## src/rtl/imem_loader_pkg.sv

```systemverilog
// imem_loader_pkg: shared types and constants for the instruction-memory boot loader.
//   state_t   - loader FSM states
//   SYNC_BYTE - frame start marker
//   BYTE_W / WORD_W / LEN_W - stream byte, instruction word and frame-length widths
package imem_loader_pkg;

    localparam int unsigned BYTE_W = 8;
    localparam int unsigned WORD_W = 16;
    localparam int unsigned LEN_W  = 16;

    localparam logic [BYTE_W-1:0] SYNC_BYTE = 8'hA5;

    typedef enum logic [2:0] {
        StIdle,
        StLenHi,
        StLenLo,
        StDataHi,
        StDataLo,
        StCheck,
        StDone,
        StError
    } state_t;

endpackage

```

## src/rtl/imem_loader_timer.sv

```systemverilog
// imem_loader_timer: inter-byte timeout counter for the boot loader.
// Only instantiated when IMEM_LOADER_TIMEOUT_EN is defined.
// Ports:
//   clk     in  clock
//   rst     in  synchronous active-high reset
//   active  in  loader is mid-frame; counter runs only while set
//   clear   in  a byte was accepted this cycle
//   expired out counter has run for TIMEOUT_CYCLES idle cycles
module imem_loader_timer #(
    parameter int unsigned TIMEOUT_CYCLES = 1024
) (
    input  logic clk,
    input  logic rst,
    input  logic active,
    input  logic clear,
    output logic expired
);

    localparam int unsigned CNT_W = $clog2(TIMEOUT_CYCLES + 1);

    logic [CNT_W-1:0] count_q, count_d;

    // count_q idle cycles have already elapsed; this cycle is the last one allowed.
    assign expired = active && !clear && (count_q >= CNT_W'(TIMEOUT_CYCLES - 1));

    always_comb begin
        count_d = count_q;
        if (!active || clear) begin
            count_d = '0;
        end else if (!expired) begin
            count_d = count_q + CNT_W'(1);
        end
    end

    always_ff @(posedge clk) begin
        if (rst) begin
            count_q <= '0;
        end else begin
            count_q <= count_d;
        end
    end

endmodule

```

## src/rtl/imem_loader.sv

```systemverilog
// imem_loader: boot-time program loader writing 16-bit words into instruction memory.
// Frame: 0xA5, LEN_HI, LEN_LO, LEN words (high byte first), XOR checksum of data bytes.
// Optional macro IMEM_LOADER_TIMEOUT_EN adds an inter-byte timeout (imem_loader_timer).
// Ports:
//   clk, rst             clock, synchronous active-high reset
//   in_valid/in_data     byte stream input, in_ready handshake output
//   imem_we/addr/wdata   one-cycle instruction memory write port (addr always even)
//   cpu_hold             holds the CPU in reset until a verified load
//   done / error         frame verified / frame rejected, both held until rst
module imem_loader
    import imem_loader_pkg::*;
#(
    parameter int unsigned       ADDR_W         = 16,
    parameter int unsigned       MAX_WORDS      = 256,
    parameter logic [ADDR_W-1:0] BASE_ADDR      = '0,
    parameter int unsigned       TIMEOUT_CYCLES = 1024
) (
    input  logic              clk,
    input  logic              rst,
    input  logic              in_valid,
    input  logic [BYTE_W-1:0] in_data,
    output logic              in_ready,
    output logic              imem_we,
    output logic [ADDR_W-1:0] imem_addr,
    output logic [WORD_W-1:0] imem_wdata,
    output logic              cpu_hold,
    output logic              done,
    output logic              error
);

    state_t state_q, state_d;

    logic [LEN_W-1:0]  len_q, len_d;
    logic [LEN_W-1:0]  idx_q, idx_d;
    logic [BYTE_W-1:0] hi_q, hi_d;
    logic [BYTE_W-1:0] csum_q, csum_d;
    logic              we_q, we_d;
    logic [ADDR_W-1:0] addr_q, addr_d;
    logic [WORD_W-1:0] wdata_q, wdata_d;

    logic              accept;
    logic              mid_frame;
    logic              timeout;
    logic [LEN_W-1:0]  len_full;

    assign accept    = in_valid && in_ready;
    assign mid_frame = state_q inside {StLenHi, StLenLo, StDataHi, StDataLo, StCheck};
    assign len_full  = {len_q[LEN_W-1:BYTE_W], in_data};

`ifdef IMEM_LOADER_TIMEOUT_EN
    imem_loader_timer #(
        .TIMEOUT_CYCLES(TIMEOUT_CYCLES)
    ) u_timer (
        .clk    (clk),
        .rst    (rst),
        .active (mid_frame),
        .clear  (accept),
        .expired(timeout)
    );
`else
    logic unused_timeout_cfg;
    assign unused_timeout_cfg = ^TIMEOUT_CYCLES;
    assign timeout = 1'b0;
`endif

    // State register
    always_ff @(posedge clk) begin
        if (rst) begin
            state_q <= StIdle;
        end else begin
            state_q <= state_d;
        end
    end

    // Next-state logic
    always_comb begin
        state_d = state_q;
        if (accept) begin
            unique case (state_q)
                StIdle:   if (in_data == SYNC_BYTE) state_d = StLenHi;
                StLenHi:  state_d = StLenLo;
                StLenLo: begin
                    if (32'(len_full) > MAX_WORDS) begin
                        state_d = StError;
                    end else if (len_full == '0) begin
                        state_d = StCheck;
                    end else begin
                        state_d = StDataHi;
                    end
                end
                StDataHi: state_d = StDataLo;
                StDataLo: state_d = (idx_q + LEN_W'(1) == len_q) ? StCheck : StDataHi;
                StCheck:  state_d = (in_data == csum_q) ? StDone : StError;
                default:  state_d = state_q;
            endcase
        end else if (timeout && mid_frame) begin
            state_d = StError;
        end
    end

    // Output logic
    always_comb begin
        in_ready = 1'b1;
        cpu_hold = 1'b1;
        done     = 1'b0;
        error    = 1'b0;
        unique case (state_q)
            StDone: begin
                in_ready = 1'b0;
                cpu_hold = 1'b0;
                done     = 1'b1;
            end
            StError: begin
                in_ready = 1'b0;
                error    = 1'b1;
            end
            default: ;
        endcase
    end

    // Datapath: length, word assembly, checksum and the registered write port
    always_comb begin
        len_d   = len_q;
        idx_d   = idx_q;
        hi_d    = hi_q;
        csum_d  = csum_q;
        we_d    = 1'b0;
        addr_d  = addr_q;
        wdata_d = wdata_q;
        if (accept) begin
            unique case (state_q)
                StLenHi:  len_d[LEN_W-1:BYTE_W] = in_data;
                StLenLo:  len_d[BYTE_W-1:0] = in_data;
                StDataHi: begin
                    hi_d   = in_data;
                    csum_d = csum_q ^ in_data;
                end
                StDataLo: begin
                    csum_d  = csum_q ^ in_data;
                    we_d    = 1'b1;
                    wdata_d = {hi_q, in_data};
                    addr_d  = BASE_ADDR + ADDR_W'({idx_q, 1'b0});
                    idx_d   = idx_q + LEN_W'(1);
                end
                default: ;
            endcase
        end
    end

    always_ff @(posedge clk) begin
        if (rst) begin
            len_q   <= '0;
            idx_q   <= '0;
            hi_q    <= '0;
            csum_q  <= '0;
            we_q    <= 1'b0;
            addr_q  <= BASE_ADDR;
            wdata_q <= '0;
        end else begin
            len_q   <= len_d;
            idx_q   <= idx_d;
            hi_q    <= hi_d;
            csum_q  <= csum_d;
            we_q    <= we_d;
            addr_q  <= addr_d;
            wdata_q <= wdata_d;
        end
    end

    // A write owed by an accepted lo byte is dropped if rst arrives in its cycle.
    assign imem_we    = we_q && !rst;
    assign imem_addr  = addr_q;
    assign imem_wdata = wdata_q;

endmodule

```

## config.mk

```make
export PLATFORM = sky130hd
export DESIGN_NAME = imem_loader
export DESIGN_NICKNAME = d
export VERILOG_FILES = /design/src/rtl/imem_loader_pkg.sv /design/src/rtl/imem_loader_timer.sv /design/src/rtl/imem_loader.sv
export SDC_FILE = /design/constraint.sdc
export NUM_CORES = 1
export LEC_CHECK = 0
export CELL_PAD_IN_SITES_DETAIL_PLACEMENT = 1
export CELL_PAD_IN_SITES_GLOBAL_PLACEMENT = 1
export CORE_MARGIN = 2
export CORE_UTILIZATION = 45
export CTS_CLUSTER_DIAMETER = 60
export DETAILED_ROUTE_END_ITERATION = 6
export PLACE_DENSITY = 0.95
export SETUP_SLACK_MARGIN = 0.3
export SLEW_MARGIN = 20
export SYNTH_ARGS = -nofsm -noshare
export SYNTH_HDL_FRONTEND = slang
export SYNTH_HIERARCHICAL = 1
export SYNTH_SLANG_ARGS = --single-unit
export TNS_END_PERCENT = 1
```

## constraint.sdc

```tcl
create_clock -name clk -period 5.9 [get_ports clk]
set_input_delay 0.59 -clock clk [delete_from_list [all_inputs] [get_ports clk]]
set_output_delay 0.59 -clock clk [all_outputs]
set_load 0.01 [all_outputs]
```

### After elaboration in Yosys (flattened, before gate mapping)

Cells that the tools add are included.

| word-level totals | value |
|---|---|
| bits in registers | 83 |
| bits in latches | 0 |
| bits in writable memories | 0 |
| ROM bits | 0 |
| bits of input ports | 11 |
| output and inout bits | 37 |
| word-level logic and storage cells | 50 |
| memories | 0 |

| cells by class | value |
|---|---|
| add/subtract/negate cells | 1 |
| $mul | 0 |
| divide/modulo/power cells | 0 |
| magnitude comparators | 1 |
| eq/ne operators | 11 |
| shift operators | 0 |
| muxes and demuxes | 11 |
| bitwise logic cells | 2 |
| reduce and logical (&&, ||, !) cells | 15 |

Operator list:

| operator | count |
|---|---|
| 3-bit one-hot mux with 6 select lines | 1 |
| 16-bit by 1-bit adder with 16-bit output, second input constant | 1 |
| 16-bit == test | 1 |
| 16-bit by 9-bit greater-than comparator with 1-bit output, second input constant | 1 |
| 16-bit logical NOT | 1 |
| 3-bit == test, second input constant | 4 |
| 3-bit 2-to-1 mux | 4 |
| 2-bit AND reduction | 5 |
| 8-bit == test | 1 |
| 8-bit == test, second input constant | 1 |
| 8-bit bitwise XOR | 1 |
| 3-bit by 2-bit == test with 1-bit output, second input constant | 2 |
| 1-bit 2-to-1 mux | 6 |
| 6-bit nonzero test | 1 |
| 2-bit OR reduction | 3 |
| 3-bit by 1-bit == test with 1-bit output, second input constant | 1 |
| 3-bit logical NOT | 1 |
| 3-bit AND reduction | 1 |
| 1-bit logical AND | 2 |
| 2-bit != test, second input constant | 1 |
| 1-bit logical NOT | 1 |
| 1-bit NOT | 1 |

### Depth between registers and ports, before layout

| depth | value |
|---|---|
| word-level depth | 6 |
| depth in mapped cells | 9 |
| mapped depth without buffers | 7 |

### Worst setup path before layout

No wires, ideal clock.

| path | value |
|---|---|
| kind | input to register |
| start point | in in_valid |
| end point | reg len_q[15] |
| arrival time | 1928 ps |
| slack | 3845 ps |
| stages | 6 |
| path buffers | 2 |
| cell sequence | nor2b_1 clkbuf_1 and3_1 clkbuf_1 mux2i_1 nor2_1 |

| on the way | value |
|---|---|
| word-level cells in the longest chain between the ends | 2 |

Ends and longest elaborated chain:

| item | line | RTL |
|---|---|---|
| start: declaration | imem_loader.sv:20 | `input logic in_valid,` |
| 1-bit logical AND | imem_loader.sv:46 | `assign accept = in_valid && in_ready;` |
| 2-bit AND reduction (no line) | -- |  |
| end signal: assignment | imem_loader.sv:160 | `len_q <= len_d;` |
| end: declaration | imem_loader.sv:33 | `logic [LEN_W-1:0] len_q, len_d;` |

Every way passes these cells.
A chain may end at the register's enable or synchronous reset.

### Worst setup path after layout

| path | value |
|---|---|
| start point | reg state_q[1] |
| end point | reg idx_q[15] |

| on the way | value |
|---|---|
| word-level cells in the longest chain between the ends | 5 |
| elaborated cells on any way between the ends | 7 |
| those cells by class | 3 x eq/ne; 1 x mux; 3 x reduce/logical |

Ends and longest elaborated chain:

| item | line | RTL |
|---|---|---|
| start: declaration | imem_loader.sv:31 | `state_t state_q, state_d;` |
| start signal: assignment | imem_loader.sv:69 | `state_q <= StIdle;` |
| start signal: assignment | imem_loader.sv:71 | `state_q <= state_d;` |
| 3-bit == test | imem_loader.sv:107 | `unique case (state_q)` |
| 2-bit OR reduction (no line) | -- |  |
| 1-bit 2-to-1 mux | imem_loader.sv:107 |  |
| 1-bit logical AND | imem_loader.sv:46 |  |
| 2-bit AND reduction (no line) * | -- |  |
| end signal: assignment | imem_loader.sv:161 | `idx_q <= idx_d;` |
| end: declaration | imem_loader.sv:34 | `logic [LEN_W-1:0] idx_q, idx_d;` |

Every way passes the cells marked *; elsewhere a longest branch is shown, timed or not.

==> key figures <==
Detailed routing
  – Vias post-DR: 3394
  – Initial drt markers: 115
  – Final wirelength: 10.5 mm
  – Post-detailed-route wirelength per cell: 17.0 microns
  – Post-DRT Antenna Nets: 0
  – DRT Pass-1 Iters: 4
  – # DRC: 0
  – Via/cell ratio: 5.48

Timing
  – Minimum clock period: 3140 ps
  – Final setup viols: 0
  – Fin Hold WS: 457 ps
  – Clk_skew: 9.37 ps
  – Setup TNS Final: 0 ps
  – Slack of the critical path: 2760 ps
  – Fmax: 318 MHz
  – Tcrit/Tclk final: 0.533
  – Slew HR: 0.413
  – Fin. Hold Viols: 0
  – Final Slew Violations: 0
  – Worst slew pin tran: 879 ps
  – RSZ-0062 raised after global routing: no

Clocking
  – Clock buffer depth: 2
  – H-Tree Depth: 3
  – CTS Sinks: 83
  – Setup Fix Bufs, Post-CTS: 0
  – CTS Buf Count: 9
  – Root Driver: clkbuf_8
  – CTS tree: yes
  – Skew-Pair Late Insertion Delay: 350 ps
  – # resized after CTS: 0
  – Cts hold-fix bufs: 0
  – Clk pin slew, worst setup/hold paths: 80 ps

Setup path
  – Reg2reg start: state_q[1]$_SDFFE_PP0P_
  – Critical-path maximum fanout: 21
  – CP startpoint kind: flip-flop
  – R2R Path End: idx_q[15]$_SDFFE_PP0P_
  – Slowest CP cell: nor2b_1
  – Delay-heaviest family, CP: simple AND/OR/NAND/NOR gates
  – Critical Path Stages: 8
  – Setup slack, reg-to-reg: 2760 ps
  – Crit path from: state_q[1]$_SDFFE_PP0P_
  – Crit-path cells: ha_1 -> nor2b_1 -> and2_1 -> buf_4 -> nand2b_1 -> nor3_1 -> xnor2_1 -> nor2_1
  – Crit Path Category: reg -> reg
  – Crit end category: flip-flop
  – Slowest stage delay, CP: 680 ps
  – Reg2reg path depth: 8
  – Critical Path RT: 6110 ps
  – Critical Path AT: 3350 ps
  – Crit path buf inv count: 1
  – Worst Setup EP: idx_q[15]$_SDFFE_PP0P_

Floorplan
  – Top-level port count: 48
  – Initial core utilization: 0.459
  – Die ar.: 9570 sq um
  – Rows: 34
  – Die width: 97.8 microns
  – Core ar.: 8640 sq um
  – Die Ht: 97.8 microns

Power and ir drop
  – Pleak: 1.51 nW
  – Pwr Total: 1.01 mW
  – Peak VDD IR: 0.127 mV
  – Pwr per Cell Area: 219 nW/um^2

Global route
  – Initial antenna violation count: 0
  – Global route overflow: 0
  – First-pass GRT wire length: 17.8 mm
  – Vias in the first global route: 3611
  – Total Routing Usage GR: 0.230
  – Largest net degree at the start of global routing: 85

Placement
  – Hpwl dp: 7.16 mm
  – PortBufs: 46
  – Final GP Congestion: 0.856
  – Post-Place Setup Slack: 2430 ps
  – Placed Area: 4390 sq um

Synthesis
  – Post-Syn Area: 3960 sq um
  – Ranking of synthesized cells by area: dfxtp_1, nand2_1, xnor2_1
  – Syn_area_per_cell: 8.09 sq um
  – Syn_nets: 504
  – Ys flop type: dfxtp_1
  – FF+latch count, synth: 83
  – Synth top area share: 0.419
  – Library cells used by synthesis: 48
  – Yosys warns: 6
  – Post-synth EDFFs: 0
  – Yosys top cell by area: dfxtp_1
  – Register area share after synthesis: 0.419
  – Mapped Cells: 490
  – FFs w/ async S/R, synth: 0

Run status
  – Status: finished clean

Final layout
  – Commonest non-fill, non-tap cells in the layout: nand2_1, dfxtp_1, nor2_1, a21oi_1, clkdlybuf4s50_1
  – Filler cells: 1043
  – Nets: 521
  – Layout cells sized above 1: 0.0489
  – P&R area growth vs syn: 15.9%
  – Commonest non-fill, non-tap cell in the layout: nand2_1
  – Design Area, Final: 4590 sq um
  – # diodes: 0

Worst hold path
  – Hold Path Depth: 2
  – HP Class: reg -> reg

Job
  – Max-cap viol count: 0
-- report_power, final --
| group | internal, mW | switching, mW | leakage, nW |
|---|---|---|---|
| Clock | 0.216 | 0.200 | 0.0974 |
| Combinational | 0.00916 | 0.0221 | 0.748 |
| Sequential | 0.560 | 0.0000958 | 0.668 |
| Total | 0.784 | 0.222 | 1.51 |
-- area by class of cell --
type | instances | area, sq um | share of cell area
Inverter | 4 | 15.0 | 0.00327
Multi-Input combinational cell | 360 | 2100 | 0.457
Tap cell | 108 | 135 | 0.0294
Sequential cell | 83 | 1660 | 0.362
Clock inverter | 4 | 50.0 | 0.0109
Clock buffer | 11 | 151 | 0.0330
Timing Repair Buffer | 49 | 478 | 0.104
-- worst min-delay path, cell delays in order, from the launching register on --
cell and delay (ps):
dfxtp_1 310, nand2_1 50, a21oi_1 50
-- synthesized netlist by cell type (all sizes together), types with 9 or more instances --
library cell,n
nor4,9
a21oi,46
nor2,49
clkbuf,29
nand2,93
nor3,9
dfxtp,83
buf,14
nand3,17
xnor2,31
xor2,23
mux2i,18
-- through the flow --
stage	utilization	std cells
final	0.532	619
after global routing	0.532	619
after CTS	0.532	619
after detailed placement	0.508	604
after global placement	0.508	604
after floorplan	-	490
-- cell families after synthesis --
kind of cell               share of synthesized area
other                                       0.000946
buffers and inverters                         0.0508
and+or+nand+nor                                0.247
muxes                                         0.0455
AOI/OAI and AO/OA                              0.107
DFF                                            0.419
adders and majority gates                    0.00947
xor gates and xnor gates                       0.119
-- flip-flops by register name, summed over array words and instances (netlist names) --
register,count
idx_q,16
imem_wdata,16
len_q,16
imem_addr,15
csum_q,8
hi_q,8
state_q,3
we_q,1
-- how the worst min path moves through the flow --
stage / end / from / slack [ps]
after CTS: imem_addr[4]$_SDFFE_PP0P_ / imem_addr[4]$_SDFFE_PP0P_ / 460
after global routing: imem_addr[11]$_SDFFE_PP0P_ / imem_addr[11]$_SDFFE_PP0P_ / 490
after global placement: imem_wdata[8]$_SDFFE_PP0P_ / hi_q[0]$_SDFFE_PP0P_ / 440
after detailed placement: imem_addr[4]$_SDFFE_PP0P_ / imem_addr[4]$_SDFFE_PP0P_ / 450
final: imem_addr[4]$_SDFFE_PP0P_ / imem_addr[4]$_SDFFE_PP0P_ / 460
after floorplan: imem_wdata[10]$_SDFFE_PP0P_ / hi_q[2]$_SDFFE_PP0P_ / 430
-- layer usage --
metal	track usage	up-vias	part of all wire
met1	0.274	1655	0.43
met5	0	-	0
met4	0.0780	0	0.017
met3	0.0537	16	0.036
met2	0.405	64	0.51
li1	-	1659	-
Note: power is estimated with default switching activity, not from simulation.
